File: config.mk
export PLATFORM = sky130hd
export DESIGN_NAME = alu_issue_stage
export DESIGN_NICKNAME = d
export VERILOG_FILES = /design/src/rtl/alu_pkg.sv /design/src/rtl/alu_issue_decoder.sv /design/src/rtl/alu_issue_stage.sv
export SDC_FILE = /design/constraint.sdc
export NUM_CORES = 1
export LEC_CHECK = 0
export BUFFER_PORTS_ARGS = -buffer_cell sky130_fd_sc_hd__buf_2
export CAP_MARGIN = 30
export CORE_ASPECT_RATIO = 0.5
export CORE_MARGIN = 2
export CORE_UTILIZATION = 35
export CTS_CLUSTER_SIZE = 16
export DETAILED_ROUTE_END_ITERATION = 16
export PLACE_DENSITY = 0.65
export SYNTH_ARGS = -nofsm -noshare
export SYNTH_HDL_FRONTEND = slang
export SYNTH_SLANG_ARGS = --single-unit
File: constraint.sdc
create_clock -name clk -period 1.8 [get_ports clk]
set_input_delay 0.36 -clock clk [delete_from_list [all_inputs] [get_ports clk]]
set_output_delay 0.36 -clock clk [all_outputs]
set_load 0.01 [all_outputs]
File: src/rtl/alu_pkg.sv
// Shared decode constants for the ALU issue path.
// Holds MIPS opcode/funct encodings, the one-hot op index enumeration
// and a helper that turns an op index into its one-hot select vector.
package alu_pkg;

    localparam int NUM_OPS = 14;

    // Primary opcodes
    localparam logic [5:0] OPC_RTYPE = 6'h00;
    localparam logic [5:0] OPC_ADDI  = 6'h08;
    localparam logic [5:0] OPC_ADDIU = 6'h09;
    localparam logic [5:0] OPC_ANDI  = 6'h0C;
    localparam logic [5:0] OPC_ORI   = 6'h0D;
    localparam logic [5:0] OPC_XORI  = 6'h0E;

    // R-type funct codes
    localparam logic [5:0] FN_SLL  = 6'h00;
    localparam logic [5:0] FN_SLA  = 6'h01;
    localparam logic [5:0] FN_SRL  = 6'h02;
    localparam logic [5:0] FN_SRA  = 6'h03;
    localparam logic [5:0] FN_SLLV = 6'h04;
    localparam logic [5:0] FN_SRLV = 6'h06;
    localparam logic [5:0] FN_SRAV = 6'h07;
    localparam logic [5:0] FN_MUL  = 6'h18;
    localparam logic [5:0] FN_DIV  = 6'h1A;
    localparam logic [5:0] FN_ADD  = 6'h20;
    localparam logic [5:0] FN_ADDU = 6'h21;
    localparam logic [5:0] FN_SUB  = 6'h22;
    localparam logic [5:0] FN_SUBU = 6'h23;
    localparam logic [5:0] FN_AND  = 6'h24;
    localparam logic [5:0] FN_OR   = 6'h25;
    localparam logic [5:0] FN_XOR  = 6'h26;
    localparam logic [5:0] FN_NOR  = 6'h27;

    // Bit position of each op inside the one-hot select vector
    typedef enum logic [3:0] {
        OP_ADD  = 4'd0,
        OP_SUB  = 4'd1,
        OP_ADDU = 4'd2,
        OP_SUBU = 4'd3,
        OP_MUL  = 4'd4,
        OP_DIV  = 4'd5,
        OP_AND  = 4'd6,
        OP_OR   = 4'd7,
        OP_XOR  = 4'd8,
        OP_NOR  = 4'd9,
        OP_SRL  = 4'd10,
        OP_SLL  = 4'd11,
        OP_SRA  = 4'd12,
        OP_SLA  = 4'd13
    } op_idx_e;

    function automatic logic [NUM_OPS-1:0] op_onehot(input op_idx_e idx);
        logic [NUM_OPS-1:0] v;
        v = {{(NUM_OPS-1){1'b0}}, 1'b1} << idx;
        return v;
    endfunction

endpackage

File: src/rtl/alu_issue_decoder.sv
// Purely combinational MIPS decode for the ALU issue stage.
// Ports:
//   instr, rs_data, rt_data  : instruction word and its source operands
//   legal                    : instruction maps to a supported ALU op
//   op_sel                   : one-hot op select (all zero when illegal)
//   a, b, c                  : ALU operands, c is the shift amount
//   dest                     : writeback register index
//   div_by_zero              : op is DIV with a zero divisor
module alu_issue_decoder
    import alu_pkg::*;
(
    input  logic [31:0]         instr,
    input  logic [31:0]         rs_data,
    input  logic [31:0]         rt_data,
    output logic                legal,
    output logic [NUM_OPS-1:0]  op_sel,
    output logic [31:0]         a,
    output logic [31:0]         b,
    output logic [31:0]         c,
    output logic [4:0]          dest,
    output logic                div_by_zero
);

    logic [5:0]  opcode_s;
    logic [5:0]  funct_s;
    logic [4:0]  shamt_s;
    logic [4:0]  rt_idx_s;
    logic [4:0]  rd_idx_s;
    logic [31:0] imm_sext_s;
    logic [31:0] imm_zext_s;

    assign opcode_s   = instr[31:26];
    assign funct_s    = instr[5:0];
    assign shamt_s    = instr[10:6];
    assign rt_idx_s   = instr[20:16];
    assign rd_idx_s   = instr[15:11];
    assign imm_sext_s = {{16{instr[15]}}, instr[15:0]};
    assign imm_zext_s = {16'h0000, instr[15:0]};

    logic    legal_s;
    op_idx_e op_s;
    logic    shift_s;
    logic    var_shift_s;

    // Instruction decode: selects op, operands and destination
    always_comb begin
        legal_s     = 1'b0;
        op_s        = OP_ADD;
        shift_s     = 1'b0;
        var_shift_s = 1'b0;
        a           = 32'd0;
        b           = 32'd0;
        c           = 32'd0;
        dest        = 5'd0;
        case (opcode_s)
            OPC_RTYPE: begin
                case (funct_s)
                    FN_ADD:  begin legal_s = 1'b1; op_s = OP_ADD;  end
                    FN_ADDU: begin legal_s = 1'b1; op_s = OP_ADDU; end
                    FN_SUB:  begin legal_s = 1'b1; op_s = OP_SUB;  end
                    FN_SUBU: begin legal_s = 1'b1; op_s = OP_SUBU; end
                    FN_AND:  begin legal_s = 1'b1; op_s = OP_AND;  end
                    FN_OR:   begin legal_s = 1'b1; op_s = OP_OR;   end
                    FN_XOR:  begin legal_s = 1'b1; op_s = OP_XOR;  end
                    FN_NOR:  begin legal_s = 1'b1; op_s = OP_NOR;  end
                    FN_MUL:  begin legal_s = 1'b1; op_s = OP_MUL;  end
                    FN_DIV:  begin legal_s = 1'b1; op_s = OP_DIV;  end
                    FN_SLL:  begin legal_s = 1'b1; op_s = OP_SLL; shift_s = 1'b1; end
                    FN_SLA:  begin legal_s = 1'b1; op_s = OP_SLA; shift_s = 1'b1; end
                    FN_SRL:  begin legal_s = 1'b1; op_s = OP_SRL; shift_s = 1'b1; end
                    FN_SRA:  begin legal_s = 1'b1; op_s = OP_SRA; shift_s = 1'b1; end
                    FN_SLLV: begin legal_s = 1'b1; op_s = OP_SLL; shift_s = 1'b1; var_shift_s = 1'b1; end
                    FN_SRLV: begin legal_s = 1'b1; op_s = OP_SRL; shift_s = 1'b1; var_shift_s = 1'b1; end
                    FN_SRAV: begin legal_s = 1'b1; op_s = OP_SRA; shift_s = 1'b1; var_shift_s = 1'b1; end
                    default: begin legal_s = 1'b0; end
                endcase
                if (legal_s) begin
                    dest = rd_idx_s;
                    b    = rt_data;
                    if (shift_s) begin
                        // Shifts take the shifted value on B and the amount on C
                        a = 32'd0;
                        c = var_shift_s ? {27'd0, rs_data[4:0]} : {27'd0, shamt_s};
                    end else begin
                        a = rs_data;
                        c = 32'd0;
                    end
                end else begin
                    dest = 5'd0;
                end
            end
            OPC_ADDI:  begin legal_s = 1'b1; op_s = OP_ADD;  a = rs_data; b = imm_sext_s; dest = rt_idx_s; end
            OPC_ADDIU: begin legal_s = 1'b1; op_s = OP_ADDU; a = rs_data; b = imm_sext_s; dest = rt_idx_s; end
            OPC_ANDI:  begin legal_s = 1'b1; op_s = OP_AND;  a = rs_data; b = imm_zext_s; dest = rt_idx_s; end
            OPC_ORI:   begin legal_s = 1'b1; op_s = OP_OR;   a = rs_data; b = imm_zext_s; dest = rt_idx_s; end
            OPC_XORI:  begin legal_s = 1'b1; op_s = OP_XOR;  a = rs_data; b = imm_zext_s; dest = rt_idx_s; end
            default:   begin legal_s = 1'b0; end
        endcase
    end

    // One-hot select and divide-by-zero flag derived from the decode
    always_comb begin
        legal = legal_s;
        if (legal_s) begin
            op_sel      = op_onehot(op_s);
            div_by_zero = (op_s == OP_DIV) && (b == 32'd0);
        end else begin
            op_sel      = {NUM_OPS{1'b0}};
            div_by_zero = 1'b0;
        end
    end

endmodule

File: src/rtl/alu_issue_stage.sv
// ALU issue stage: one-entry registered buffer between decode and EX.
// Ports:
//   clk, rst_n          : clock and synchronous active-low reset
//   Flush               : drop the held command and block capture
//   In_Valid/In_Ready   : upstream handshake (In_Ready is combinational)
//   Instr/RS_Data/RT_Data: instruction and source operands
//   Out_Valid/Out_Ready : downstream handshake
//   A, B, C, op selects, ALU_Enable, Dest_Reg, Illegal, Div_By_Zero:
//                         registered decoded command
//   Issue_Count         : wrapping count of accepted instructions
module alu_issue_stage
    import alu_pkg::*;
#(
    parameter int CNT_W = 16
) (
    input  logic             clk,
    input  logic             rst_n,
    input  logic             Flush,
    input  logic             In_Valid,
    output logic             In_Ready,
    input  logic [31:0]      Instr,
    input  logic [31:0]      RS_Data,
    input  logic [31:0]      RT_Data,
    output logic             Out_Valid,
    input  logic             Out_Ready,
    output logic [31:0]      A,
    output logic [31:0]      B,
    output logic [31:0]      C,
    output logic             ADD,
    output logic             SUB,
    output logic             ADDu,
    output logic             SUBu,
    output logic             MUL,
    output logic             DIV,
    output logic             AND,
    output logic             OR,
    output logic             XOR,
    output logic             NOR,
    output logic             SRL,
    output logic             SLL,
    output logic             SRA,
    output logic             SLA,
    output logic             ALU_Enable,
    output logic [4:0]       Dest_Reg,
    output logic             Illegal,
    output logic             Div_By_Zero,
    output logic [CNT_W-1:0] Issue_Count
);

    logic               dec_legal_s;
    logic [NUM_OPS-1:0] dec_op_sel_s;
    logic [31:0]        dec_a_s;
    logic [31:0]        dec_b_s;
    logic [31:0]        dec_c_s;
    logic [4:0]         dec_dest_s;
    logic               dec_dbz_s;

    alu_issue_decoder u_decoder (
        .instr       (Instr),
        .rs_data     (RS_Data),
        .rt_data     (RT_Data),
        .legal       (dec_legal_s),
        .op_sel      (dec_op_sel_s),
        .a           (dec_a_s),
        .b           (dec_b_s),
        .c           (dec_c_s),
        .dest        (dec_dest_s),
        .div_by_zero (dec_dbz_s)
    );

    logic               out_valid_r;
    logic [NUM_OPS-1:0] op_sel_r;
    logic               alu_en_r;
    logic               illegal_r;
    logic               dbz_r;
    logic [31:0]        a_r;
    logic [31:0]        b_r;
    logic [31:0]        c_r;
    logic [4:0]         dest_r;
    logic [CNT_W-1:0]   cnt_r;

    logic in_ready_s;
    logic capture_s;

    // Buffer is free when empty or being drained; Flush blocks acceptance
    assign in_ready_s = !Flush && (!out_valid_r || Out_Ready);
    assign capture_s  = In_Valid && in_ready_s;

    // Command register, valid flag and issue counter
    always_ff @(posedge clk) begin
        if (!rst_n) begin
            out_valid_r <= 1'b0;
            op_sel_r    <= {NUM_OPS{1'b0}};
            alu_en_r    <= 1'b0;
            illegal_r   <= 1'b0;
            dbz_r       <= 1'b0;
            a_r         <= 32'd0;
            b_r         <= 32'd0;
            c_r         <= 32'd0;
            dest_r      <= 5'd0;
            cnt_r       <= {CNT_W{1'b0}};
        end else if (Flush) begin
            out_valid_r <= 1'b0;
        end else if (capture_s) begin
            out_valid_r <= 1'b1;
            op_sel_r    <= dec_op_sel_s;
            alu_en_r    <= dec_legal_s;
            illegal_r   <= !dec_legal_s;
            dbz_r       <= dec_dbz_s;
            a_r         <= dec_a_s;
            b_r         <= dec_b_s;
            c_r         <= dec_c_s;
            dest_r      <= dec_dest_s;
            cnt_r       <= cnt_r + {{(CNT_W-1){1'b0}}, 1'b1};
        end else if (out_valid_r && Out_Ready) begin
            out_valid_r <= 1'b0;
        end else begin
            out_valid_r <= out_valid_r;
        end
    end

    assign In_Ready    = in_ready_s;
    assign Out_Valid   = out_valid_r;
    assign A           = a_r;
    assign B           = b_r;
    assign C           = c_r;
    assign ADD         = op_sel_r[OP_ADD];
    assign SUB         = op_sel_r[OP_SUB];
    assign ADDu        = op_sel_r[OP_ADDU];
    assign SUBu        = op_sel_r[OP_SUBU];
    assign MUL         = op_sel_r[OP_MUL];
    assign DIV         = op_sel_r[OP_DIV];
    assign AND         = op_sel_r[OP_AND];
    assign OR          = op_sel_r[OP_OR];
    assign XOR         = op_sel_r[OP_XOR];
    assign NOR         = op_sel_r[OP_NOR];
    assign SRL         = op_sel_r[OP_SRL];
    assign SLL         = op_sel_r[OP_SLL];
    assign SRA         = op_sel_r[OP_SRA];
    assign SLA         = op_sel_r[OP_SLA];
    assign ALU_Enable  = alu_en_r;
    assign Dest_Reg    = dest_r;
    assign Illegal     = illegal_r;
    assign Div_By_Zero = dbz_r;
    assign Issue_Count = cnt_r;

endmodule

==> impl_metrics.tcl, run 1 <==
set metrics [dict create \
    status "finished clean" \
    n_antenna_cell 0 \
    netlist_top_cells_count "dfxtp_1, nor2b_1, a22oi_1" \
    crit-reg2reg-launch "Out_Valid" \
    min_period_ps 1740 \
    synth-adder-area-share 0.00248 \
    route.detailed.drc 0 \
    yosysWarnings 0 \
    grt_max_degree 51 \
    power.density_nw_per_um2 745 \
    seq_area_um2 2160 \
    synth_top_area_cell "dfxtp_1" \
    synthArstFlopShare 0 \
    fp-row-count 30 \
    place_area_um2 6470 \
    dr.pass1.iters 5 \
    rsz0062_at_grt "true" \
    cts_sinks 108 \
    crit_path_start_kind "input pin" \
    layout-drive-gt1-share 0.390 \
    maxSlewHeadroom 0.656 \
    hp-class "input pin to flop" \
    crit_family "simple AND/OR/NAND/NOR gates" \
    synth_most_common_cell "dfxtp_1" \
    cts_root_buf "clkbuf_16" \
    synth_edf_count 0 \
    ys.flop_type "dfxtp_1" \
    required_ps 2090 \
    place.gp.congestion 0.897 \
    crit_arrival_ps 2020 \
    nFillCells 1373 \
    critPathLaunch "Instr[26]" \
    cap_violations 0 \
    wl_mm 14.6 \
    via_per_inst 4.98 \
    synth_area_leaders "dfxtp_1, a22oi_1, buf_4" \
    p_leak_nw 3.29 \
    syn_area_per_cell_um2 9.35 \
    ant_nets 0 \
    num_vias 4796 \
    fin_crit_sh 0.965 \
    initial_core_util 0.365 \
    fmax_mhz 576 \
    syn_to_final_growth_pct 35.5 \
    yosys.area_share.simple 0.191 \
    hold-path-cell-count 3 \
    grt_first_pass_wirelength_mm 22.3 \
    dieArea_um2 15400 \
    antenna_found_initial 0 \
    finalSetupViolations 0 \
    dp_hpwl_mm 10.9 \
    routedWlPerCell_um 15.1 \
    seq_area_frac_synth 0.429 \
    cp-end-kind "flop" \
    synth_top_area_frac 0.429 \
    synth_xor_area_frac 0.0208 \
    cp_slowest_stage_delay_ps 430 \
    worstPathCellList "buf_2 -> or3_4 -> buf_4 -> o41ai_4 -> nor2b_4 -> and2_1 -> a22o_1" \
    muxShareOfSynthArea 0.0119 \
    reg2reg_depth 7 \
    ctsHtreeMaxLevel 3 \
    finalMaxSlewViolations 0 \
    ir_drop_uv 461 \
    drt_iter0_drc 255 \
    cts_tree "built" \
    clkSlewWorstSetupHoldPaths_ps 80 \
    path_class "input pin to flop" \
    synth_compound_area_frac 0.253 \
    hold_start "RT_Data[20]" \
    crit_buf_inv 2 \
    die_y_um 88.9 \
    track_usage 0.180 \
    cts_made_buffers 9 \
    fin_nets 869 \
    cp_max_fo 6 \
    core_um2 13800 \
    slowest_stage "or3_4" \
    worstMarginPinSlew_ps 515 \
    grt_pass1_vias 4421 \
    ys_ff_latch 108 \
    final_area_um2 6830 \
    clock_latency_ps 340 \
    hold_end "B[20]" \
    r2r_slack_ps 90 \
    syn_inst 539 \
    netlist_area_um2 5040 \
    ioPinCount 237 \
    die_w_um 174 \
    io_buffers 204 \
    overflow 0 \
    skew_ps 11.3 \
    whs_ps 275 \
    multi_input_area_um2 2600 \
    synth_top_family_by_area "compound AO/OA/AOI/OAI gates" \
    r2r_end "Issue_Count[9]" \
    cts_buffer_depth 2 \
    ys_types 61 \
    hold_viol 0 \
]
repair_timing:
| action | in CTS | in global routing |
|---|---|---|
| setup buffers | 0 | 2 |
| hold buffers | 0 | 0 |
| setup endpoints to repair | 1 | 37 |
| resized for setup | 1 | 13 |
| pin swaps | 0 | 3 |
logic make-up (layout without fill, tap and decap cells):
logic type                 Yosys count  in the layout
adders and majority gates            1              1
buffers and inverters               78            285
other                                1             27
and+or+nand+nor                    167            167
DFF                                108            108
xor gates and xnor gates            12             12
muxes                                6              6
AOI/OAI and AO/OA                  166            166
metal layers:
layer	up-vias	part of all wire	track usage	routed length, um
met2	184	0.46	0.292	6670
met3	27	0.066	0.0460	965
met4	0	0.022	0.0642	314
met1	2223	0.46	0.236	6650
met5	-	0	0	0
li1	2362	-	-	-
cell usage in the layout (no fill, tap or decap), types with 10 or more instances in the layout:
cell | netlist | layout
nor2_1 | 25 | 25
and2_1 | 24 | 23
o211a_1 | 18 | 18
a22o_1 | 10 | 10
a22oi_1 | 37 | 37
conb_1 | 1 | 27
a221o_1 | 16 | 16
buf_2 | 11 | 204
nand2_1 | 22 | 22
nor4_1 | 13 | 12
nor2b_1 | 40 | 38
a21oi_1 | 23 | 23
dfxtp_1 | 108 | 108
o21ai_0 | 27 | 26
buf_4 | 34 | 51
worst register-to-register path, cell delays in order (launching register included):
cell and delay, ps:
dfxtp_1 310, nor2b_1 140, nor4b_2 220, buf_4 160
nand4_1 170, buf_4 200, or3_1 300, a21boi_0 160
worst max-delay path by stage:
stage                   endpoint  slack (ps)  depth (start not counted)
finish              op_sel_r[11]          60                          7
global route         op_sel_r[7]         -20                          7
CTS                 op_sel_r[11]          30                          7
detailed placement   op_sel_r[4]        -360                          6
global placement     op_sel_r[4]        -320                          6
floorplan            Div_By_Zero         -70                          8
sequential cells by signal, summed over array words and instances (netlist names):
signal / flops
Issue_Count: 16
ALU_Enable: 1
Div_By_Zero: 1
op_sel_r: 14
B: 32
C: 5
Illegal: 1
A: 32
Dest_Reg: 5
Out_Valid: 1
power by group:
| part | switching, mW | internal (mW) | total, mW |
|---|---|---|---|
| Combinational | 0.350 | 0.276 | 0.625 |
| Clock | 0.918 | 1.08 | 2.00 |
| Sequential | 0.0261 | 2.44 | 2.46 |
area by class of cell:
class | instances | area share
Tap cell | 192 | 0.0352
Clock inverter | 6 | 0.00934
Clock buffer | 10 | 0.0335
Multi-Input combinational cell | 379 | 0.381
Inverter | 9 | 0.00494
Timing Repair Buffer | 260 | 0.220
Sequential cell | 108 | 0.316
through the flow:
stage          setup TNS, ps  instances  power (mW)  setup slack [ps]  utilization
2_1_floorplan           -197        565        2.86             -68.8            -
3_3_place_gp          -17470        946        3.13              -316        0.468
3_5_place_dp          -18940        946        3.13              -364        0.468
4_1_cts                    0        962        5.13              30.0        0.490
5_1_grt                -27.4        964        5.29             -16.1        0.495
6_report                   0        964        5.09              63.9        0.495
Power figures use the tool's default switching activity.
==> inputs of run 2 (changes only) <==
PLACE_DENSITY = 0.63   (was 0.65)
clock period = 2.1 ns   (was 1.8 ns; I/O delays follow)
==> impl_metrics.tcl, run 2 (synthesis results as in run 1) <==
set metrics [dict create \
    fin_nets 853 \
    antenna_found_initial 0 \
    crit_family "simple AND/OR/NAND/NOR gates" \
    setup_tns_ps 0 \
    track_usage 0.180 \
    core_um2 13800 \
    p_total_mw 4.36 \
    route.detailed.drc 0 \
    reg2reg_depth 8 \
    cts_buffer_depth 2 \
    crit-reg2reg-launch "Out_Valid" \
    cts_root_buf "clkbuf_16" \
    overflow 0 \
    ant_nets 0 \
    layout_common_cells "buf_2, dfxtp_1, nor2b_1" \
    initial_core_util 0.365 \
    status "finished clean" \
    skew_ps 7.06 \
    clock_latency_ps 340 \
    grt_max_degree 77 \
    place_area_um2 6360 \
    hold-path-cell-count 3 \
    ctsResizeCount 0 \
    clkSlewWorstSetupHoldPaths_ps 70 \
    dp.cells 932 \
    slowest_stage "or3_1" \
    dr.pass1.iters 4 \
    dp_slack_ps -102 \
    path_class "input pin to flop" \
    worstPathCellList "buf_2 -> or3_1 -> a211oi_4 -> and2_2 -> o21a_1 -> a21oi_1 -> a32o_1" \
    num_vias 4746 \
    die_w_um 174 \
    hold_viol 0 \
    fin_cells 948 \
    dieArea_um2 15400 \
    cts_sinks 108 \
    r2r_end "Issue_Count[14]" \
    rsz0062_at_grt "false" \
    cap_violations 0 \
    required_ps 2330 \
    dp_hpwl_mm 10.7 \
    cp_max_fo 6 \
    grt_pass1_vias 4350 \
    routedWlPerCell_um 15.2 \
    cts_tree "built" \
    hold_start "RT_Data[28]" \
    die_y_um 88.9 \
    min_period_ps 1870 \
    nFillCells 1385 \
    grt_first_pass_wirelength_mm 22.3 \
    cp-end-kind "flop" \
    holdBufCountCts 0 \
    wl_mm 14.4 \
    ctsHtreeMaxLevel 3 \
    finalSetupViolations 0 \
    fp-row-count 30 \
    cts_made_buffers 9 \
    drt_iter0_drc 247 \
    n_antenna_cell 0 \
    crit_path_start_kind "input pin" \
    layout-drive-gt1-share 0.361 \
    p_leak_nw 3.21 \
    hold_end "B[28]" \
    whs_ps 339 \
    crit_arrival_ps 2100 \
    final_area_um2 6660 \
    multi_input_area_um2 2530 \
    utilization 0.482 \
    crit_buf_inv 1 \
    fin_ws_ps 230 \
    r2r_slack_ps 350 \
    fin_crit_sh 0.890 \
    finalMaxSlewViolations 0 \
    cp_slowest_stage_delay_ps 530 \
    fmax_mhz 535 \
    worstMarginPinSlew_ps 524 \
    via_per_inst 5.01 \
    layout_commonest_cell "buf_2" \
    ioPinCount 237 \
    place.gp.congestion 0.885 \
    seq_area_um2 2160 \
    hp-class "input pin to flop" \
    syn_to_final_growth_pct 32.1 \
    cts_setup_buffers 0 \
    io_buffers 204 \
    ir_drop_uv 363 \
    power.density_nw_per_um2 654 \
    maxSlewHeadroom 0.647 \
]
[run 2: how the worst max path moves through the flow]
| stage | startpoint | to | cells after the start | slack (ps) |
|---|---|---|---|---|
| final | Instr[26] | Div_By_Zero | 7 | 230 |
| after detailed placement | Instr[26] | Div_By_Zero | 7 | -100 |
| after CTS | Instr[26] | Div_By_Zero | 7 | 250 |
| after global routing | Instr[1] | op_sel_r[8] | 8 | 60 |
| after global placement | Instr[26] | op_sel_r[0] | 5 | -70 |
| after floorplan | Instr[26] | Div_By_Zero | 8 | 150 |
[run 2: where the power goes]
| group | leakage [nW] | internal, mW | total (mW) | switching (mW) |
|---|---|---|---|---|
| Combinational | 2.18 | 0.222 | 0.516 | 0.293 |
| Clock | 0.147 | 0.959 | 1.73 | 0.769 |
| Sequential | 0.876 | 2.09 | 2.11 | 0.0217 |
| Total | 3.21 | 3.27 | 4.36 | 1.08 |
[run 2: layout make-up]
class | instances | share of cell area
multi-input cells | 379 | 0.380
clock buffers | 12 | 0.0370
well taps | 192 | 0.0361
flip-flops and latches | 108 | 0.325
inverters | 9 | 0.00507
clock inverters | 4 | 0.00733
repair buffers | 244 | 0.210
[run 2: worst min-delay path: stages]
cell,delay [ps]
buf_2,90
a21oi_1,50
nor2_1,90
[run 2: layer usage]
layer,global-route usage,share of wire,vias to the layer above
met5,0,0,-
met4,0.0435,0.015,0
met3,0.0408,0.056,19
met2,0.307,0.47,163
met1,0.235,0.45,2226
li1,-,-,2338
